**config.mk**
```make
export PLATFORM = sky130hd
export DESIGN_NAME = gbf_flgwei_ctrl
export DESIGN_NICKNAME = d
export VERILOG_FILES = /design/src/rtl/gbf_flgwei_ctrl.sv
export SDC_FILE = /design/constraint.sdc
export NUM_CORES = 1
export LEC_CHECK = 0
export BUFFER_PORTS_ARGS = -buffer_cell sky130_fd_sc_hd__buf_2
export CORE_ASPECT_RATIO = 0.5
export CORE_MARGIN = 5
export CORE_UTILIZATION = 45
export DETAILED_ROUTE_END_ITERATION = 7
export MAX_ROUTING_LAYER = met4
export PLACE_DENSITY = 0.74
export SLEW_MARGIN = 20
export SYNTH_ARGS = -nofsm -noshare
export SYNTH_HDL_FRONTEND = slang
export SYNTH_SLANG_ARGS = --single-unit
export TNS_END_PERCENT = 20
```
**constraint.sdc**
```tcl
create_clock -name clk -period 6.7 [get_ports clk]
set_input_delay 0.67 -clock clk [delete_from_list [all_inputs] [get_ports clk]]
set_output_delay 0.67 -clock clk [all_outputs]
set_load 0.03 [all_outputs]
```
**src/rtl/gbf_flgwei_ctrl.sv**
```systemverilog
// rtl/gbf_flgwei_ctrl.sv - global-buffer flag/weight SRAM FIFO sequencer and single-port arbiter
// Optional conflict statistic counter enabled by defining GBFFLGWEI_CTRL_STAT_EN.
module gbf_flgwei_ctrl #(
    parameter int SRAM_DEPTH_BIT = 6,
    parameter int SRAM_WIDTH     = 28
) (
    input  logic                      clk,
    input  logic                      rst,
    input  logic                      flush,
    input  logic                      wr_valid,
    input  logic [SRAM_WIDTH-1:0]     wr_data,
    output logic                      wr_ready,
    output logic                      rd_valid,
    output logic [SRAM_WIDTH-1:0]     rd_data,
    input  logic                      rd_ready,
    output logic [SRAM_DEPTH_BIT-1:0] sram_addr_w,
    output logic [SRAM_DEPTH_BIT-1:0] sram_addr_r,
    output logic                      sram_write_en,
    output logic                      sram_read_en,
    output logic [SRAM_WIDTH-1:0]     sram_data_in,
    input  logic [SRAM_WIDTH-1:0]     sram_data_out,
    output logic [SRAM_DEPTH_BIT:0]   count,
    output logic                      empty,
    output logic                      full,
    output logic [15:0]               conflict_cnt
);

    localparam int DEPTH = 1 << SRAM_DEPTH_BIT;
    localparam logic [SRAM_DEPTH_BIT:0] DEPTH_CNT = DEPTH[SRAM_DEPTH_BIT:0];

    typedef enum logic {
        GRANT_READ  = 1'b0,
        GRANT_WRITE = 1'b1
    } grant_e;

    grant_e                    last_grant, last_grant_nxt;
    logic [SRAM_DEPTH_BIT-1:0] wr_ptr, rd_ptr;
    logic [SRAM_DEPTH_BIT-1:0] addr_w_q, addr_r_q;
    logic [1:0]                buf_cnt;
    logic                      inflight;
    logic [SRAM_WIDTH-1:0]     buf_tail;
    logic [2:0]                occ;
    logic                      pop, write_elig, read_elig;
    logic                      grant_w, grant_r;

    assign pop        = rd_valid & rd_ready;
    assign occ        = {1'b0, buf_cnt} + {2'b0, inflight} - {2'b0, pop};
    assign write_elig = wr_valid & ~full;
    assign read_elig  = (count != '0) && (occ < 3'd2);

    assign empty         = (count == '0);
    assign full          = (count == DEPTH_CNT);
    assign rd_valid      = (buf_cnt != 2'd0);
    assign wr_ready      = grant_w;
    assign sram_write_en = grant_w;
    assign sram_read_en  = grant_r;
    assign sram_data_in  = wr_data;
    // Addresses hold their last driven value while the matching strobe is idle.
    assign sram_addr_w   = grant_w ? wr_ptr : addr_w_q;
    assign sram_addr_r   = grant_r ? rd_ptr : addr_r_q;

    always_comb begin
        grant_w        = 1'b0;
        grant_r        = 1'b0;
        last_grant_nxt = last_grant;
        if (!flush) begin
            if (write_elig && (!read_elig || last_grant == GRANT_READ)) begin
                grant_w        = 1'b1;
                last_grant_nxt = GRANT_WRITE;
            end else if (read_elig) begin
                grant_r        = 1'b1;
                last_grant_nxt = GRANT_READ;
            end
        end
    end

    always_ff @(posedge clk) begin
        if (rst) begin
            last_grant <= GRANT_READ;
            addr_w_q   <= '0;
            addr_r_q   <= '0;
        end else begin
            last_grant <= last_grant_nxt;
            if (grant_w) addr_w_q <= wr_ptr;
            if (grant_r) addr_r_q <= rd_ptr;
        end
    end

    always_ff @(posedge clk) begin
        if (rst) begin
            wr_ptr   <= '0;
            rd_ptr   <= '0;
            count    <= '0;
            buf_cnt  <= 2'd0;
            inflight <= 1'b0;
            rd_data  <= '0;
            buf_tail <= '0;
        end else if (flush) begin
            wr_ptr   <= '0;
            rd_ptr   <= '0;
            count    <= '0;
            buf_cnt  <= 2'd0;
            inflight <= 1'b0;
        end else begin
            if (grant_w) wr_ptr <= wr_ptr + 1'b1;
            if (grant_r) rd_ptr <= rd_ptr + 1'b1;
            if (grant_w)      count <= count + 1'b1;
            else if (grant_r) count <= count - 1'b1;
            inflight <= grant_r;
            buf_cnt  <= buf_cnt + {1'b0, inflight} - {1'b0, pop};
            // Two-entry output queue: rd_data is the head, buf_tail the second slot.
            if (pop) begin
                if (buf_cnt == 2'd2) begin
                    rd_data <= buf_tail;
                    if (inflight) buf_tail <= sram_data_out;
                end else if (inflight) begin
                    rd_data <= sram_data_out;
                end
            end else if (inflight) begin
                if (buf_cnt == 2'd0) rd_data  <= sram_data_out;
                else                 buf_tail <= sram_data_out;
            end
        end
    end

`ifdef GBFFLGWEI_CTRL_STAT_EN
    logic        conflict;
    logic [15:0] conflict_q;

    assign conflict     = write_elig & read_elig & ~flush;
    assign conflict_cnt = conflict_q;

    always_ff @(posedge clk) begin
        if (rst) begin
            conflict_q <= 16'd0;
        end else if (conflict && conflict_q != 16'hFFFF) begin
            conflict_q <= conflict_q + 16'd1;
        end
    end
`else
    assign conflict_cnt = 16'd0;
`endif

endmodule

```
======== Word level (Yosys, flattened, before mapping) ========
Cells that the tools add are included.
storage, ports and cells
  input bits .............................. 61
  bits in registers ....................... 91
  output and inout bits ................... 97
operators by class
  equality and inequality tests ........... 5
  order comparisons ....................... 1
  bitwise gates (word level) .............. 5
  multiplexer cells ....................... 20
  reduce and logical (&&, ||, !) cells .... 17
  $add $sub $neg .......................... 8
operator list
  operator                                                                      count
  28-bit two-way mux                                                            9
  7-bit two-way mux                                                             2
  6-bit by 1-bit adder with 6-bit output, second input constant                 2
  6-bit two-way mux                                                             2
  2-bit nonzero test                                                            6
  7-bit by 1-bit adder with 7-bit output, second input constant                 1
  7-bit equality test, second input constant                                    1
  7-bit zero test                                                               1
  1-bit two-way mux                                                             7
  7-bit nonzero test                                                            1
  7-bit by 1-bit subtractor with 7-bit output, second input constant            1
  5-bit AND reduction                                                           1
  2-bit != test, second input constant                                          2
  4-bit AND reduction                                                           1
  2-bit by 1-bit adder with 3-bit output                                        1
  3-bit by 2-bit less-than comparator with 1-bit output, second input constant  1
  1-bit NOT                                                                     3
  3-bit by 1-bit subtractor with 3-bit output                                   1
  2-bit by 1-bit adder with 2-bit output                                        1
  1-bit bitwise AND                                                             2
  2-bit equality test, second input constant                                    1
  1-bit logical AND                                                             2
  2-bit zero test                                                               1
  2-bit by 1-bit != test with 1-bit output, second input constant               1
  other kinds (5)                                                               5

======== Depth between registers and ports, before layout ========
  word-level depth ........................ 12
  mapped depth ............................ 21
  mapped depth without buffers ............ 17

======== Worst setup path after synthesis ========
Ideal clock, no wire load.
  kind .................................... input to register
  from .................................... input rd_ready
  to ...................................... register count[6]
  arrival time ............................ 4.781 ns
  library setup time ...................... 0.061 ns
  required time ........................... 6.639 ns
  buffers on the path ..................... 5
  stages on the path ...................... 21
  path slack .............................. 1.859 ns
  path through ............................ clkbuf_1 -> clkbuf_1 -> buf_1 -> nand2_1 -> ha_1 -> ha_1 -> inv_1 -> fa_1 -> and2_1 -> o211ai_2 -> and4b_1 -> buf_6 -> buf_12 -> inv_1 -> fa_1 -> a211oi_1 -> o21bai_1 -> a21oi_1 -> xor2_2 -> a211o_1 -> nand2_1
between the ends
  longest elaborated chain between the ends .. 10
  elaborated cells between the ends (all ways) .. 14
  classes of those cells .................. add/sub: 1; order compare: 1; mux: 6; bitwise: 1; reduce/logical: 5
RTL lines
  what                                                            line  text
  start, declared                                                 15    input logic rd_ready,
  1-bit bitwise AND *                                             46    assign pop = rd_valid & rd_ready;
  3-bit by 1-bit subtractor with 3-bit output *                   47    assign occ = {1'b0, buf_cnt} + {2'b0, inflight} - {2'b0, pop};
  3-bit by 2-bit less-than comparator with 1-bit output *         49    assign read_elig = (count != '0) && (occ < 3'd2);
  1-bit logical AND *                                             49
  1-bit zero test *                                               67    if (write_elig && (!read_elig || last_grant == GRANT_READ)) begin
  1-bit logical OR *                                              67
  1-bit logical AND *                                             67
  1-bit two-way mux *                                             67
  1-bit two-way mux *                                             66    if (!flush) begin
  named net sram_write_en                                         18    output logic sram_write_en,
  7-bit two-way mux / 2-bit nonzero test (equally long branches)  -
  end signal, assigned                                            107   if (grant_w) count <= count + 1'b1;
  end signal, assigned                                            108   else if (grant_r) count <= count - 1'b1;
  end, declared                                                   22    output logic [SRAM_DEPTH_BIT:0] count,
The timed path passes the listed nets; every way through them passes the cells marked *.
A chain may end at the register's enable or synchronous reset.

======== Final worst setup path ========
  from .................................... input rd_ready
  to ...................................... register count[6]
between the ends
  longest elaborated chain between the ends .. 10
  elaborated cells between the ends (all ways) .. 14
  classes of those cells .................. add/sub: 1; order compare: 1; mux: 6; bitwise: 1; reduce/logical: 5
RTL lines
  what                                                            line
  1-bit bitwise AND *                                             46
  3-bit by 1-bit subtractor with 3-bit output *                   47
  3-bit by 2-bit less-than comparator with 1-bit output *         49
  1-bit logical AND *                                             49
  1-bit zero test                                                 67
  1-bit logical OR                                                67
  1-bit logical AND                                               67
  1-bit two-way mux                                               67
  1-bit two-way mux                                               66
  7-bit two-way mux / 2-bit nonzero test (equally long branches)  -
Mark *: on every way between the ends. The rest lies on a longest branch, timed or not.

==> flow_summary.toml <==
[sta]
worstMarginPinSlew_ns = 0.986
layout_setup_ws_ns = 2.16
slew_viol_final = 0
max_freq_mhz = 220
setup-tns-final_ns = 0
fin_crit_sh = 0.677
slew_headroom = 0.341
hold_viol_final = 0
rsz0062_at_grt = "false"
fin_crit_ns = 4.54
finClkSkew_ns = 0.00620
setup_viol = 0

[yosys]
yosys_most_used_dff = "dfxtp_1"
synthArstFlopShare = 0
synth_cells = 485
syn_area_um2 = 4370
synth.distinct_cells = 44
synth-seq-area-share = 0.417
avgSynthCellArea_um2 = 9.01
synth_edf_count = 0
yosys_warnings = 0
ys_ff_latch = 91

[floorplanning]
coreArea_um2 = 9450
die_h_um = 79.7
ioPinCount = 158
die_w_um = 149
initial_utilization = 0.463
dieArea_um2 = 11900
rows = 25

[run_status]
status = "complete, no violations"

[clock_tree]
ctsHtreeMaxLevel = 3
cts_resized = 0
post-cts-setup-buffer-count = 0
clk_latency_ns = 0.33
clk_pin_slew_ns = 0.06
cts-root-buf = "clkbuf_16"
cts_sinks = 91
cts_tree = "done"
clockBufferDepth = 2
postCtsHoldBufs = 0
cts_buffers = 9

[critical_path]
crit_required_ns = 6.97
r2r_setup_slack_ns = 2.44
start_kind = "input pin"
criticalPathCategory = "input pin to flop"
cp-end-kind = "flop"
worstReg2RegEnd = "count[6]"
cp.arrival_ns = 4.81
worstPathMaxFanout = 33
reg2reg_depth = 18
rr_startpoint = "buf_cnt[1]"

[grt]
grt_overflow = 0
antenna_found_initial = 0
grt_max_degree = 72
track_usage = 0.165
grt_first_pass_wirelength_um = 15700
grt_pass1_vias = 3318

[place]
portBuffers = 85
place_congestion = 0.851
dpl_worst_slack_ns = 1.81
hpwl_um = 6260

[routing]
viasPerCell = 4.97
dr.pass1.iters = 4
drc = 0
wire_per_inst_um = 13.9
vias = 3322
postRouteAntennaNets = 0
drt_iter0_drc = 142
drt-total-wl_um = 9260

[pwr]
fin_total_pwr_mw = 1.42
p_per_area_nw_per_um2 = 291
irDropWorstVdd_mv = 0.114
switching_share = 0.320
combPwrFrac = 0.263
power.share.clock = 0.319
leakage_nw = 2.07
power_frac_seq = 0.418
switchingPower_mw = 0.453
internal-power_mw = 0.965

[cells_and_area]
drive_above_1_share = 0.242
synthToLayoutAreaGrowth_pct = 11.6
n_antenna_cell = 0
nets = 601

[run]
maxCapViolCount = 0

[hold_path]
min_path_cells = 2
hold_end = "rd_data[17]"
hp-class = "flop to flop"
holdCritStartpoint = "buf_tail[17]"
flip-flops by register name (all words and copies together) (netlist names):
| name | count |
|---|---|
| buf_tail | 28 |
| rd_data | 28 |
| count | 7 |
| addr_r_q | 6 |
| addr_w_q | 6 |
| rd_ptr | 6 |
| wr_ptr | 6 |
| buf_cnt | 2 |
| inflight | 1 |
| last_grant | 1 |
through the flow:
stage | cells | cell area [um^2] | hold slack [ns] | utilization
final | 668 | 4880 | 0.485 | 0.516
after detailed placement | 653 | 4610 | 0.477 | 0.488
after global routing | 668 | 4880 | 0.496 | 0.516
after CTS | 668 | 4880 | 0.485 | 0.516
after floorplan | 500 | 4430 | 0.460 | -
after global placement | 653 | 4610 | 0.471 | 0.488
routing by layer:
layer,wire length [um],track usage,share of wire,up-vias
li1,-,-,-,1687
met5,0,-,0,-
met3,524,0.0471,0.057,20
met2,4500,0.278,0.49,70
met4,144,0.0539,0.016,0
met1,4100,0.193,0.44,1545
worst max-delay path by stage:
stage,startpoint,endpoint,slack [ns],depth (start not counted)
finish,rd_ready,count[6],2.16,18
global route,rd_ready,count[6],1.79,18
CTS,rd_ready,count[6],2.15,18
detailed placement,rd_ready,count[6],1.81,18
global placement,rd_ready,count[6],1.97,18
floorplan,rd_ready,count[6],1.86,21
power groups by stage:
stage	logic (mW)	registers, mW	clock network (mW)
finish	0.373	0.592	0.453
global route	0.407	0.597	0.492
CTS	0.375	0.592	0.467
detailed placement	0.372	0.604	0
global placement	0.365	0.603	0
floorplan	0.296	0.635	0
placed cells by master, fill, tap and decap left out, drive strengths merged:
cell type	count
ha	9
xor2	9
xnor2	8
or2	3
nor2	83
buf	94
mux2	12
clkinv	1
conb	16
a311oi	28
o21ai	1
nor4	1
nor2b	15
a211oi	3
clkinvlp	1
o21bai	1
o211ai	3
nand2	39
and4b	1
and3	2
or4	1
nand4	4
nor3	3
nor3b	1
a2111oi	1
clkbuf	13
nand2b	1
a211o	1
a21oi	7
and2	1
fa	2
inv	8
o311ai	1
mux2i	35
dfxtp	91
nand3	32
a21o	1
worst max-delay path, cell delays in order:
cell and delay [ns]:
buf_2 0.49, nand2_1 0.16, ha_1 0.32, ha_1 0.18
inv_1 0.07, fa_1 0.47, and2_1 0.20, o211ai_2 0.08
and4b_1 0.21, buf_4 0.23, inv_1 0.18, fa_1 0.50
a211oi_1 0.26, o21bai_1 0.10, a21oi_1 0.22, xor2_2 0.10
a211o_1 0.29, nand2_1 0.05
kinds of logic (layout without fill, tap and decap cells):
| family | after synthesis | count (layout) | synth area share |
|---|---|---|---|
| xor+xnor | 17 | 17 | 0.0358 |
| compound gates | 47 | 47 | 0.0887 |
| flops | 91 | 91 | 0.417 |
| fa+ha+maj | 11 | 11 | 0.0349 |
| buf+inv | 84 | 117 | 0.118 |
| other cells | 1 | 16 | 0.000858 |
| mux | 47 | 47 | 0.112 |
| simple gates | 187 | 187 | 0.193 |
cell usage after synthesis (all sizes together), types with 2 or more instances:
cell | number | area (um^2)
nand3 | 32 | 160
a21oi | 7 | 35.0
nor3 | 3 | 26.3
nand2 | 39 | 146
nor2 | 83 | 312
a211oi | 3 | 22.5
and3 | 2 | 12.5
nand4 | 4 | 25.0
mux2i | 35 | 350
ha | 9 | 113
fa | 2 | 40.0
inv | 8 | 30.0
o211ai | 3 | 32.5
or2 | 3 | 18.8
a311oi | 28 | 245
nor2b | 15 | 93.8
xor2 | 9 | 86.3
xnor2 | 8 | 70.1
buf | 54 | 405
mux2 | 12 | 139
dfxtp | 91 | 1820
clkbuf | 22 | 82.6
cell type report:
class / count / area [um^2]
clock buffers: 13 / 250
clock inverters: 2 / 12.5
fillers: 912 / 4570
inverters: 8 / 30.0
multi-input cells: 325 / 2100
flip-flops and latches: 91 / 1820
well taps: 135 / 169
repair buffers: 94 / 493
Note: power is estimated with default switching activity, not from simulation.
